===== config.mk =====
export PLATFORM = sky130hd
export DESIGN_NAME = network_descriptor_dispatch
export DESIGN_NICKNAME = d
export VERILOG_FILES = /design/src/rtl/network_descriptor_dispatch.sv
export SDC_FILE = /design/constraint.sdc
export NUM_CORES = 1
export LEC_CHECK = 0
export ABC_CLOCK_PERIOD_IN_PS = 3200
export BUFFER_PORTS_ARGS = -buffer_cell sky130_fd_sc_hd__buf_2
export CELL_PAD_IN_SITES_DETAIL_PLACEMENT = 1
export CELL_PAD_IN_SITES_GLOBAL_PLACEMENT = 1
export CORE_UTILIZATION = 40
export CTS_BUF_LIST = sky130_fd_sc_hd__clkbuf_4 sky130_fd_sc_hd__clkbuf_8 sky130_fd_sc_hd__clkbuf_16
export DETAILED_ROUTE_END_ITERATION = 10
export HOLD_SLACK_MARGIN = 0.03
export PLACE_DENSITY = 0.63
export RECOVER_POWER = 25
export SLEW_MARGIN = 25
export SYNTH_ARGS = -nofsm -noshare
export SYNTH_HDL_FRONTEND = slang
export SYNTH_HIERARCHICAL = 1
export SYNTH_SLANG_ARGS = --single-unit

===== constraint.sdc =====
create_clock -name clk_sys -period 3.2 [get_ports clk_sys]
set_input_delay 0.8 -clock clk_sys [delete_from_list [all_inputs] [get_ports clk_sys]]
set_output_delay 0.8 -clock clk_sys [all_outputs]
set_load 0.01 [all_outputs]

===== src/rtl/network_descriptor_dispatch.sv =====
// rtl/network_descriptor_dispatch.sv - per-destination descriptor queues with valid/ack handshakes
// Three independent FWFT queues (host, HCP, network) behind a single-request upstream port.

module ndd_queue #(
    parameter int AW = 2,
    parameter int W  = 57
) (
    input  logic          clk_i,
    input  logic          rst_i,
    input  logic          push_i,
    input  logic [W-1:0]  data_i,
    input  logic          pop_i,
    output logic          valid_o,
    output logic [W-1:0]  data_o,
    output logic [AW:0]   usedw_o
);
    localparam int N = 2**AW;

    logic [W-1:0]  mem_q [N];
    logic [AW-1:0] wr_ptr_q;
    logic [AW-1:0] rd_ptr_q;
    logic [AW:0]   usedw_q;
    logic [AW:0]   usedw_d;
    logic          pop_ok;

    // A pop against an empty queue is dropped so usedw cannot underflow.
    assign pop_ok = pop_i && (usedw_q != '0);

    always_comb begin
        usedw_d = usedw_q;
        if (push_i && !pop_ok) begin
            usedw_d = usedw_q + 1'b1;
        end else if (!push_i && pop_ok) begin
            usedw_d = usedw_q - 1'b1;
        end
    end

    always_ff @(posedge clk_i or posedge rst_i) begin
        if (rst_i) begin
            wr_ptr_q <= '0;
            rd_ptr_q <= '0;
            usedw_q  <= '0;
        end else begin
            usedw_q <= usedw_d;
            if (push_i) begin
                wr_ptr_q <= wr_ptr_q + 1'b1;
            end
            if (pop_ok) begin
                rd_ptr_q <= rd_ptr_q + 1'b1;
            end
        end
    end

    always_ff @(posedge clk_i) begin
        if (push_i) begin
            mem_q[wr_ptr_q] <= data_i;
        end
    end

    // Head is masked while empty so a reset queue presents all-zero data.
    assign valid_o = (usedw_q != '0);
    assign data_o  = valid_o ? mem_q[rd_ptr_q] : '0;
    assign usedw_o = usedw_q;
endmodule

module network_descriptor_dispatch #(
    parameter int DEPTH_AW = 2
) (
    input  logic                clk_sys,
    input  logic                reset,
    input  logic                i_descriptor_wr_to_host,
    input  logic                i_descriptor_wr_to_hcp,
    input  logic                i_descriptor_wr_to_network,
    input  logic [56:0]         iv_descriptor,
    input  logic                i_inverse_map_lookup_flag,
    output logic                o_descriptor_ack,
    output logic                o_host_descriptor_wr,
    output logic [56:0]         ov_host_descriptor,
    input  logic                i_host_descriptor_ack,
    output logic                o_hcp_descriptor_wr,
    output logic [56:0]         ov_hcp_descriptor,
    input  logic                i_hcp_descriptor_ack,
    output logic                o_network_descriptor_wr,
    output logic [57:0]         ov_network_descriptor,
    input  logic                i_network_descriptor_ack,
    output logic [DEPTH_AW:0]   ov_host_usedw,
    output logic [DEPTH_AW:0]   ov_hcp_usedw,
    output logic [DEPTH_AW:0]   ov_network_usedw,
    output logic                o_descriptor_error_pulse
);
    localparam logic [DEPTH_AW:0] FULL = (DEPTH_AW+1)'(2**DEPTH_AW);

    logic [2:0] wr_vec;
    logic       multi;
    logic       acc_host, acc_hcp, acc_net;
    logic       ack_q, ack_d;
    logic       err_q, err_d;

    assign wr_vec = {i_descriptor_wr_to_network, i_descriptor_wr_to_hcp, i_descriptor_wr_to_host};
    assign multi  = (wr_vec & (wr_vec - 3'd1)) != 3'd0;

    // The visible ack doubles as the guard: upstream still holds wr during that cycle.
    always_comb begin
        acc_host = !ack_q && (wr_vec == 3'b001) && (ov_host_usedw != FULL);
        acc_hcp  = !ack_q && (wr_vec == 3'b010) && (ov_hcp_usedw != FULL);
        acc_net  = !ack_q && (wr_vec == 3'b100) && (ov_network_usedw != FULL);
        err_d    = !ack_q && multi;
        ack_d    = acc_host || acc_hcp || acc_net || err_d;
    end

    always_ff @(posedge clk_sys or posedge reset) begin
        if (reset) begin
            ack_q <= 1'b0;
            err_q <= 1'b0;
        end else begin
            ack_q <= ack_d;
            err_q <= err_d;
        end
    end

    assign o_descriptor_ack         = ack_q;
    assign o_descriptor_error_pulse = err_q;

    ndd_queue #(.AW(DEPTH_AW), .W(57)) u_host_q (
        .clk_i   (clk_sys),
        .rst_i   (reset),
        .push_i  (acc_host),
        .data_i  (iv_descriptor),
        .pop_i   (i_host_descriptor_ack),
        .valid_o (o_host_descriptor_wr),
        .data_o  (ov_host_descriptor),
        .usedw_o (ov_host_usedw)
    );

    ndd_queue #(.AW(DEPTH_AW), .W(57)) u_hcp_q (
        .clk_i   (clk_sys),
        .rst_i   (reset),
        .push_i  (acc_hcp),
        .data_i  (iv_descriptor),
        .pop_i   (i_hcp_descriptor_ack),
        .valid_o (o_hcp_descriptor_wr),
        .data_o  (ov_hcp_descriptor),
        .usedw_o (ov_hcp_usedw)
    );

    ndd_queue #(.AW(DEPTH_AW), .W(58)) u_net_q (
        .clk_i   (clk_sys),
        .rst_i   (reset),
        .push_i  (acc_net),
        .data_i  ({i_inverse_map_lookup_flag, iv_descriptor}),
        .pop_i   (i_network_descriptor_ack),
        .valid_o (o_network_descriptor_wr),
        .data_o  (ov_network_descriptor),
        .usedw_o (ov_network_usedw)
    );
endmodule

---- Word-level counts from Yosys, hierarchy flattened ----
Memory sizes are Yosys's and may differ from the RTL's.
Index checks and enable logic that the tools add are counted.
word-level totals
  word-level logic and storage cells ...... 82
  register bits ........................... 23
  memories ................................ 3
  memory bits (writable) .................. 688
  output and inout port bits .............. 186
  bits of input ports ..................... 66
cells by class
  muxes and demuxes ....................... 15
  bitwise operators ....................... 1
  reductions and logical operators ........ 33
  add/subtract/negate cells ............... 13
  equality and inequality tests ........... 6
memories
  memory          depth  width  rd ports  clocked after memory_dff  write ports  line  text
  u_net_q.mem_q   4      58     1         0                         1            19    logic [W-1:0] mem_q [N];
  u_hcp_q.mem_q   4      57     1         0                         1            19
  u_host_q.mem_q  4      57     1         0                         1            19
operator list
  operator               count
  $mux W57               2
  $mux W58               1
  $mux W3                6
  $logic_and A1 B1 Y1    16
  $add A2 B1 Y2 const B  6
  $reduce_bool A3 Y1     4
  $sub A3 B1 Y3 const B  4
  $add A3 B1 Y3 const B  3
  $ne A3 B3 Y1 const B   3
  $logic_not A1 Y1       7
  $mux W1                6
  $reduce_bool A2 Y1     3
  $and A3 B3 Y3          1
  $eq A3 B1 Y1 const B   1
  $eq A3 B2 Y1 const B   1
  $eq A3 B3 Y1 const B   1
  $logic_or A1 B1 Y1     3

---- Depth between registers and ports, before layout ----
Gate-level depths: netlist (run 1).
  depth in word-level cells ............... 7
  mapped depth ............................ 10
  depth with buffers taken out ............ 8

---- By module ----
Netlist (run 1), hierarchy kept.
modules (own cells, without submodules)
  module                       area an instance (µm²)  sequential area each (µm²)  times used  cells an instance
  ndd_queue at u_hcp_q ...     9007.4                  7021.7                      2           396
  ndd_queue at u_net_q         9221.3                  7141.8                      1           403
  network_descriptor_dispatch  138.9                   50.0                        1           15

---- Least setup slack after synthesis (run 1) ----
Ideal clock, no wire load.
  path kind ............................... in2reg
  start point ............................. input port i_descriptor_wr_to_host
  end point ............................... memory u_net_q.mem_q[0][0], enable pin
  setup time .............................. 0.422 ns
  buffers on the path ..................... 0
  stages .................................. 3
  setup slack ............................. -0.352 ns
  data required time ...................... 2.778 ns
  data arrival time ....................... 3.130 ns
  cell sequence ........................... nor2_1 nor4bb_1 and2_1
on the way
  word-level cells in the longest chain between the ends .. 5
RTL lines
  what                              line  text
  start, declared                   71    input logic i_descriptor_wr_to_host,
  $eq A3 B3 Y1                      106   acc_net = !ack_q && (wr_vec == 3'b100) && (ov_network_usedw != FULL);
  $logic_and A1 B1 Y1 (2 in a row)  106
  net acc_net                       95    logic acc_host, acc_hcp, acc_net;
  $mux W1                           55    if (push_i) begin
  $mux W1 (not written as such)     56    mem_q[wr_ptr_q] <= data_i;
  end, declared                     19
The timed path passes the listed nets, and every way through them passes these cells.

---- Final worst setup path (run 1) ----
  start point ............................. register u_host_q.rd_ptr_q[0]
  end point ............................... output port ov_host_descriptor[51]
on the way
  word-level cells in the longest chain between the ends .. 2
RTL lines
  what                    line  text
  start, declared         21    logic [AW-1:0] rd_ptr_q;
  start signal, assigned  49    rd_ptr_q <= rd_ptr_q + 1'b1;
  $mem_v2 Z4 W57          -
  $mux W57                62    assign data_o = valid_o ? mem_q[rd_ptr_q] : '0;
  end, declared           78    output logic [56:0] ov_host_descriptor,
No other way between the ends.

==> summary.md, run 1 <==
| Metric | Value |
|---|---|
| Max-Cap Viols | `0` |
| Internal power consumption | `19.8 mW` |
| Relative area change from synthesis to final layout | `17.7%` |
| Critical path start-end classification | `register to primary output` |
| Placer's final routability congestion estimate | `0.712` |
| Leading area contributor after synthesis | `edfxtp_1` |
| Core area | `67400 um2` |
| Max-slew violations | `0` |
| Global-route congestion overflow total | `0` |
| Clock Sinks | `711` |
| Yosys warning count | `6` |
| Total Routing Usage GR | `18.8%` |
| Setup_tns | `0 ps` |
| H-tree levels | `3` |
| Number of standard-cell rows in the floorplan | `95` |
| Met1 layer usage reported by global route | `24.2%` |
| Sum of internal, switching and leakage power | `between 20 and 30 mW` |
| Starting DRT DRC Count | `768` |
| Gate power share | `about a third` |
| Post-cts hold buffer count | `0` |
| Slew at the pin closest to its max-slew limit | `631 ps` |
| Proportion of synthesized chip area in sequential cells | `around 78%` |
| Cells on worst reg2reg path | `9` |
| Final worst-path cycle share | `97.1%` |
| Pwr dens | `878 nW/um2` |
| Initial cell density of the core | `40.6%` |
| Half-perimeter wire length after detailed placement | `38300 um` |
| Post-synthesis cell area | `27400 um2` |
| Final Critical Period | `3110 ps` |
| Most common library cell in the layout ignoring fill and taps | `edfxtp_1` |
| Share of Yosys cell area claimed by the top area cell type | `75.5%` |
| Result of the run | `completed` |
| Via/cell ratio | `5.22` |
| Via count | `12800` |
| Worst slack at placement | `around 290 ps` |
| Switching power share of the total | `between 20% and 30%` |
| Area enclosed by the die boundary | `roughly 70000 um2` |
| Setup slack of the most critical reg-to-reg path | `610 ps` |
| Horizontal die dimension | `between 200 and 300 um` |
| Clock power frac | `29.5%` |
| Final number of setup-violating endpoints | `0` |
| Net count reported at finish | `1606` |
| Min-Delay Path Class | `input pin to async pin` |
| Pin count of the biggest net entering global routing | `61` |
| Ranking of synthesized cells by area | `edfxtp_1 (75%), mux4_2 (14%), and2_1 (4.2%), dfrtp_1 (2.1%), buf_12 (0.73%)` |
| Origin of the critical flop-to-flop path | `u_hcp_q/usedw_o[0]$_DFFE_PP0P_` |
| TritonCTS buffer count | `75` |
| Global routing usage on met2 | `roughly a third` |
| Busiest metal layer after global routing | `met2` |
| Port Buffers | `251` |
| RSZ-0062 raised after global routing | `yes` |
| Setup skew after layout | `around 22 ps` |
| Fraction of power consumed by sequential logic | `38.9%` |
| Highest-count cells in the layout ignoring fill and taps | `edfxtp_1 (688), buf_2 (205), mux4_2 (172), and2_1 (172), clkbuf_16 (76)` |
| Maximum count of clock buffers along a single path | `3` |
| Number of global-route vias before repair | `14200` |
| Worst skew pair latency | `600 ps` |
| Clock slew seen by the registers of the worst setup and hold paths | `60 ps` |
| Post-synthesis instance total | `approximately 1200` |
| Detailed-router iteration count before antenna repair | `7` |
| Crit path max fanout | `28` |
| Count of cell types in the netlist | `30` |
| Relative slew slack | `57.9%` |
| Launching element type of the critical path | `register` |
| Number of antenna violations at the first check in global routing | `1` |
| Total cell area at the placement stage | `29900 um2` |
| Maximum ir drop on the vdd rail | `~410 uV` |
| Crit path launch | `u_host_q/rd_ptr_q[0]$_DFFE_PP0P_` |
| Count of inserted antenna diode cells | `0` |
| Mean routed wirelength per cell | `26.2 um` |
| Floorplan die height | `264 um` |
| DRC violation count after routing | `0` |
| Post-route antenna net violation count | `0` |
| Data arrival at the endpoint of the critical path | `2310 ps` |
| Crit path required time | `2400 ps` |
| Clock tree from TritonCTS | `yes` |
| First-pass GRT wire length | `around 95000 um` |
| Routed WL | `~64000 um` |
| Reg-to-Reg End | `u_hcp_q/usedw_o[2]$_DFFE_PP0P_` |
| Cell area after layout | `around 32000 um2` |
| Slack of the critical path | `93.9 ps` |
| Cell leakage power | `10.7 nW` |
| Maximum achievable frequency | `0.322 GHz` |
| FF+latch count, synth | `711` |
| Avg Synthesized Cell Area | `22.6 um2` |
| Post-synth net total | `~1300` |
| Timing endpoint of the critical path | `ov_host_descriptor[51]` |
| Final count of hold timing violations | `0` |
| Setup fix buffers added after clock tree synthesis | `0` |
| Top Ports | `252` |
| Layout cell share with drive strength beyond 1 | `36.0%` |
| Grt met3 use | `3.07%` |
| Root buf cell | `clkbuf_16` |
| Endpoint kind of the worst setup timing path | `primary output` |
| Net switching power of the design | `between 8 and 9 mW` |
## worst max-delay path: stages (launching register included)
cell and delay, ps:
dfrtp_4 510, buf_16 260, mux4_2 590, and2_1 180, buf_2 130
## through the flow
stage / util [%] / instances / hold slack [ps]
2_1_floorplan: - / 1210 / 494
3_3_place_gp: 44.3 / 2318 / 485
3_5_place_dp: 44.3 / 2318 / 498
4_1_cts: 47.8 / 2448 / 71.7
5_1_grt: 47.8 / 2448 / 143
6_report: 47.8 / 2448 / 141
## worst min-delay path by stage
| stage | end | cells past startpoint | startpoint |
|---|---|---|---|
| after CTS | o_descriptor_ack$_DFF_PP0_ | 2 | reset |
| after detailed placement | u_net_q/usedw_o[2]$_DFFE_PP0P_ | 1 | u_net_q/usedw_o[2]$_DFFE_PP0P_ |
| after floorplan | u_hcp_q/wr_ptr_q[0]$_DFFE_PP0P_ | 1 | u_hcp_q/wr_ptr_q[0]$_DFFE_PP0P_ |
| final | o_descriptor_ack$_DFF_PP0_ | 2 | reset |
| after global placement | u_net_q/usedw_o[2]$_DFFE_PP0P_ | 1 | u_net_q/usedw_o[2]$_DFFE_PP0P_ |
| after global routing | o_descriptor_ack$_DFF_PP0_ | 2 | reset |
## power groups by stage
stage | combinational (mW) | clock [mW] | sequential (mW)
2_1_floorplan | 5.77 | 0 | 11.1
3_3_place_gp | 9.11 | 0 | 11.1
3_5_place_dp | 9.19 | 0 | 11.2
4_1_cts | 9.25 | 8.57 | 11.0
5_1_grt | 9.66 | 8.87 | 11.0
6_report | 8.94 | 8.34 | 11.0
## cell usage after synthesis
master / number
fa_1: 3
xnor2_1: 9
nor2_2: 1
clkbuf_1: 20
nand2_1: 7
clkbuf_2: 1
and2_1: 184
xor2_1: 9
buf_4: 7
buf_6: 3
buf_12: 10
nor3b_1: 2
a21oi_1: 1
mux4_2: 172
nor4bb_1: 2
or3_1: 3
edfxtp_1: 688
o21ai_0: 3
inv_1: 13
or4b_1: 1
buf_2: 14
nand3_1: 3
buf_1: 6
a21oi_2: 1
mux2_2: 3
o21ai_1: 1
dfrtp_1: 23
or4_1: 1
nor2_1: 4
ha_1: 15
## cells by family after synthesis
group / after synthesis / synth area share, %
multiplexers: 175 / 14.3
AND/OR/NAND/NOR: 208 / 4.69
flip-flops: 711 / 77.6
XOR/XNOR: 18 / 0.576
buffers and inverters: 74 / 1.86
adder cells (fa/ha/maj): 18 / 0.905
AO/OA/AOI/OAI: 6 / 0.123
## area by class of cell
class                      count  area (um2)
tap                          873        1090
clock inverter                28         241
sequential                   711       21300
multi-input combinational    425        5660
timing repair buffer         296        1800
fill                        6088       35200
inverter                      13        48.8
clock buffer                 102        2120
## timing repair
action                                  CTS  global route
hold endpoints to repair                  0             0
endpoints found under the setup margin  136             8
resized for setup                         3             3
## state kept, by name (all words and copies together) (netlist names)
| signal | count |
|---|---|
| o_descriptor_error_pulse | 1 |
| u_host_q/mem_q | 228 |
| u_net_q/mem_q | 232 |
| u_net_q/usedw_o | 3 |
| u_hcp_q/mem_q | 228 |
| u_net_q/wr_ptr_q | 2 |
| o_descriptor_ack | 1 |
| u_hcp_q/wr_ptr_q | 2 |
| u_host_q/rd_ptr_q | 2 |
| u_host_q/usedw_o | 3 |
| u_hcp_q/rd_ptr_q | 2 |
| u_host_q/wr_ptr_q | 2 |
| u_net_q/rd_ptr_q | 2 |
| u_hcp_q/usedw_o | 3 |
## per-layer routing
layer / vias to the layer above / wire [um] / share of wire [%]
met4: 2 / 891 / 1.4
met1: 6933 / 27000 / 42
met3: 59 / 2560 / 4.0
met2: 261 / 33700 / 53
met5: - / 11 / 0.017
li1: 5519 / - / -
Power figures use the tool's default switching activity.
==> run 2, diff against run 1 <==
--- a/config.mk
+++ b/config.mk
@@ -9,13 +9,13 @@
 export BUFFER_PORTS_ARGS = -buffer_cell sky130_fd_sc_hd__buf_2
 export CELL_PAD_IN_SITES_DETAIL_PLACEMENT = 1
 export CELL_PAD_IN_SITES_GLOBAL_PLACEMENT = 1
-export CORE_UTILIZATION = 40
+export CORE_UTILIZATION = 47
 export CTS_BUF_LIST = sky130_fd_sc_hd__clkbuf_4 sky130_fd_sc_hd__clkbuf_8 sky130_fd_sc_hd__clkbuf_16
 export DETAILED_ROUTE_END_ITERATION = 10
 export HOLD_SLACK_MARGIN = 0.03
-export PLACE_DENSITY = 0.63
+export PLACE_DENSITY = 0.73
 export RECOVER_POWER = 25
-export SLEW_MARGIN = 25
+export SLEW_MARGIN = 20
 export SYNTH_ARGS = -nofsm -noshare
 export SYNTH_HDL_FRONTEND = slang
 export SYNTH_HIERARCHICAL = 1
==> run 2 against run 1 <==
Clock power rose by 3.2%. Power rose by 2.1%. First-iteration DRC count rose by 22%. Flip-flop and latch count did not move. Highest routed layer is now met4. Via count rose by 2.9%. Wire length rose by 1.6%. Clock skew rose by 5.9 ps. Largest power group unchanged. Utilization rose by 8.5 points. Die area fell by 15%.
==> summary.md, run 2 (synthesis gave the netlist of run 1 again) <==
| Metric | Value |
|---|---|
| Category of cells accounting for the largest share of critical-path delay | `multiplexers` |
| Number of standard-cell rows in the floorplan | `88 (-7.4%)` |
| Non-filler instance count after layout | `2351 (-4.0%)` |
| Relative slew slack | `52.6% (-5.3 points)` |
| Detailed-router iteration count before antenna repair | `6 (-1)` |
| Pwr dens | `891 nW/um2 (+1.5%)` |
| Max-slew violations | `0 (unchanged)` |
| Setup skew after layout | `28.0 ps (+5.88 ps)` |
| Via count | `13100 (+2.9%)` |
| Most common library cell in the layout ignoring fill and taps | `edfxtp_1` |
| Half-perimeter wire length after detailed placement | `39500 um (+2.9%)` |
| Cell area after layout | `32400 um2 (+0.60%)` |
| Maximum ir drop on the vdd rail | `499 uV (+21%)` |
| Post-route antenna net violation count | `0 (unchanged)` |
| Worst skew pair latency | `610 ps (about the same)` |
| Buffer and inverter count on the worst path | `2 (unchanged)` |
| Critical path start-end classification | `register to primary output` |
| DRC violation count after routing | `0 (unchanged)` |
| Min-Delay Path Class | `input pin to async pin` |
| Highest cell delay on the worst timing path | `580 ps (about the same)` |
| Data arrival at the endpoint of the critical path | `2280 ps (-30 ps)` |
| Launching element type of the critical path | `register` |
| Floorplan die height | `243 um (-7.7%)` |
| Clock tree from TritonCTS | `yes` |
| Root buf cell | `clkbuf_16` |
| Pin count of the biggest net entering global routing | `62 (+1.6%)` |
| Highest-count cells in the layout ignoring fill and taps | `edfxtp_1 (688), buf_2 (209), mux4_2 (172), and2_1 (172), clkbuf_16 (78)` |
| Fraction of the core area covered by cells at the end of the flow | `56.3% (+8.5 points)` |
| Relative area change from synthesis to final layout | `18.4%` |
| Cells on worst reg2reg path | `9 (unchanged)` |
| Endpoint kind of the worst setup timing path | `primary output` |
| Final count of hold timing violations | `0 (unchanged)` |
| Final Critical Period | `3080 ps (-25.4 ps)` |
| Maximum achievable frequency | `0.325 GHz (+0.82%)` |
| Worst path cell trace | `buf_12 -> mux4_2 -> and2_1 -> buf_2` |
| RSZ-0062 raised after global routing | `no` |
| Global-route congestion overflow total | `0 (unchanged)` |
| Leading registers by flop count | `u_net_q/mem_q x232, u_hcp_q/mem_q x228, u_host_q/mem_q x228` |
| Total cell area at the placement stage | `29900 um2 (+0.13%)` |
| Origin of the critical flop-to-flop path | `u_net_q/usedw_o[0]$_DFFE_PP0P_` |
| Layout cell share with drive strength beyond 1 | `36.5% (+0.53 points)` |
| Clock Sinks | `711 (unchanged)` |
| Slew at the pin closest to its max-slew limit | `709 ps (+77.3 ps)` |
| Net count reported at finish | `1611 (+0.31%)` |
| Core area | `57600 um2 (-15%)` |
| Post-cts hold buffer count | `0 (unchanged)` |
| Maximum count of clock buffers along a single path | `3 (unchanged)` |
| Setup slack of the most critical reg-to-reg path | `610 ps (about the same)` |
| Final number of setup-violating endpoints | `0 (unchanged)` |
| Cell count after placement | `2211 (-4.6%)` |
| Slowest stage cell on the critical path | `mux4_2` |
| Number of flip-flops in the largest register | `232 (unchanged)` |
| Crit path max fanout | `24 (-14%)` |
| Clock slew seen by the registers of the worst setup and hold paths | `60 ps (about the same)` |
| Number of antenna violations at the first check in global routing | `5 (+4)` |
| WHS | `181 ps (+40.6 ps)` |
| Port Buffers | `251 (unchanged)` |
| Setup_tns | `0 ps (unchanged)` |
| Result of the run | `completed` |
| Via/cell ratio | `5.59 (+7.1%)` |
| Area enclosed by the die boundary | `59200 um2 (-15%)` |
| Number of global-route vias before repair | `14300 (+1.1%)` |
| Cell leakage power | `10.9 nW (+1.0%)` |
| Placer's final routability congestion estimate | `0.765 (+7.4%)` |
| Routed WL | `65200 um (+1.6%)` |
| Reg-to-Reg End | `u_net_q/usedw_o[2]$_DFFE_PP0P_` |
| H-tree levels | `3 (unchanged)` |
| Final worst-path cycle share | `96.3% (-0.79 points)` |
| TritonCTS buffer count | `74 (-1.3%)` |
| Initial cell density of the core | `47.5% (+6.9 points)` |
| Top Ports | `252 (unchanged)` |
| Mean routed wirelength per cell | `27.7 um (+5.8%)` |
| Total Routing Usage GR | `22.4% (+3.6 points)` |
| First-pass GRT wire length | `95800 um (+0.91%)` |
| Top register by number of flip-flops | `u_net_q/mem_q` |
| Starting DRT DRC Count | `938 (+22%)` |
| Horizontal die dimension | `243 um (-7.7%)` |
| Max-Cap Viols | `0 (unchanged)` |
| Crit path required time | `2400 ps (about the same)` |
[run 2: cell types whose count changed in the layout (fill, tap and decap cells not counted), sizes merged]
cell and delta:
clkbuf -12, buf +9, clkinvlp +5, bufinv +3, clkinv +3, inv +2
diode +1
[run 2: how the worst max path moves through the flow]
stage | from | endpoint | slack, ps | depth (start not counted)
2_1_floorplan | i_descriptor_wr_to_host | u_net_q/mem_q[1][0]$_DFFE_PP_ | 240 | 3
3_3_place_gp | i_descriptor_wr_to_hcp | u_host_q/usedw_o[2]$_DFFE_PP0P_ | 320 | 9
3_5_place_dp | i_descriptor_wr_to_host | u_net_q/usedw_o[2]$_DFFE_PP0P_ | 320 | 9
4_1_cts | u_host_q/rd_ptr_q[0]$_DFFE_PP0P_ | ov_host_descriptor[43] | 0.07 | 4
5_1_grt | u_host_q/usedw_o[0]$_DFFE_PP0P_ | ov_host_descriptor[22] | 50 | 4
6_report | u_net_q/rd_ptr_q[0]$_DFFE_PP0P_ | ov_network_descriptor[18] | 120 | 4
[run 2: worst reg2reg max path, cell delays in order, from the launching register on]
cell     delay (ps)
dfrtp_1         440
or3_2           530
buf_12          240
nand2_1         170
ha_1            230
inv_1            70
fa_1            380
xor2_1          170
nor2_1          110
xor2_1          160
[run 2: power by group]
part	internal (mW)	switching [mW]
clock	5.12	3.49
combinational	4.28	4.82
sequential	10.7	0.428
[run 2: through the flow]
stage,worst slack (ps),power (mW)
2_1_floorplan,236,16.9
3_3_place_gp,322,20.2
3_5_place_dp,317,20.4
4_1_cts,0.0655,29.2
5_1_grt,45.5,30.0
6_report,119,28.9
[run 2: timing repair]
item	CTS	global route
setup endpoints to repair	132	6
setup buffers	4	0
hold endpoints to repair	0	0
resized for setup	3	2
cloned	0	1
[run 2: area by class of cell]
type,count,area [um2]
Clock inverter,41,388
Tap cell,765,957
Antenna cell,1,2.50
Timing Repair Buffer,302,2030
Multi-Input combinational cell,425,5670
Clock buffer,93,2050
Fill cell,4984,25200
Sequential cell,711,21300
Inverter,13,48.8
[run 2: metal layers]
layer	vias up	global-route usage [%]	share of wire [%]
met5	-	0	0
met4	0	7.01	2.4
met3	101	3.79	5.6
met2	446	36.5	50
met1	7062	31.0	42
li1	5531	-	-
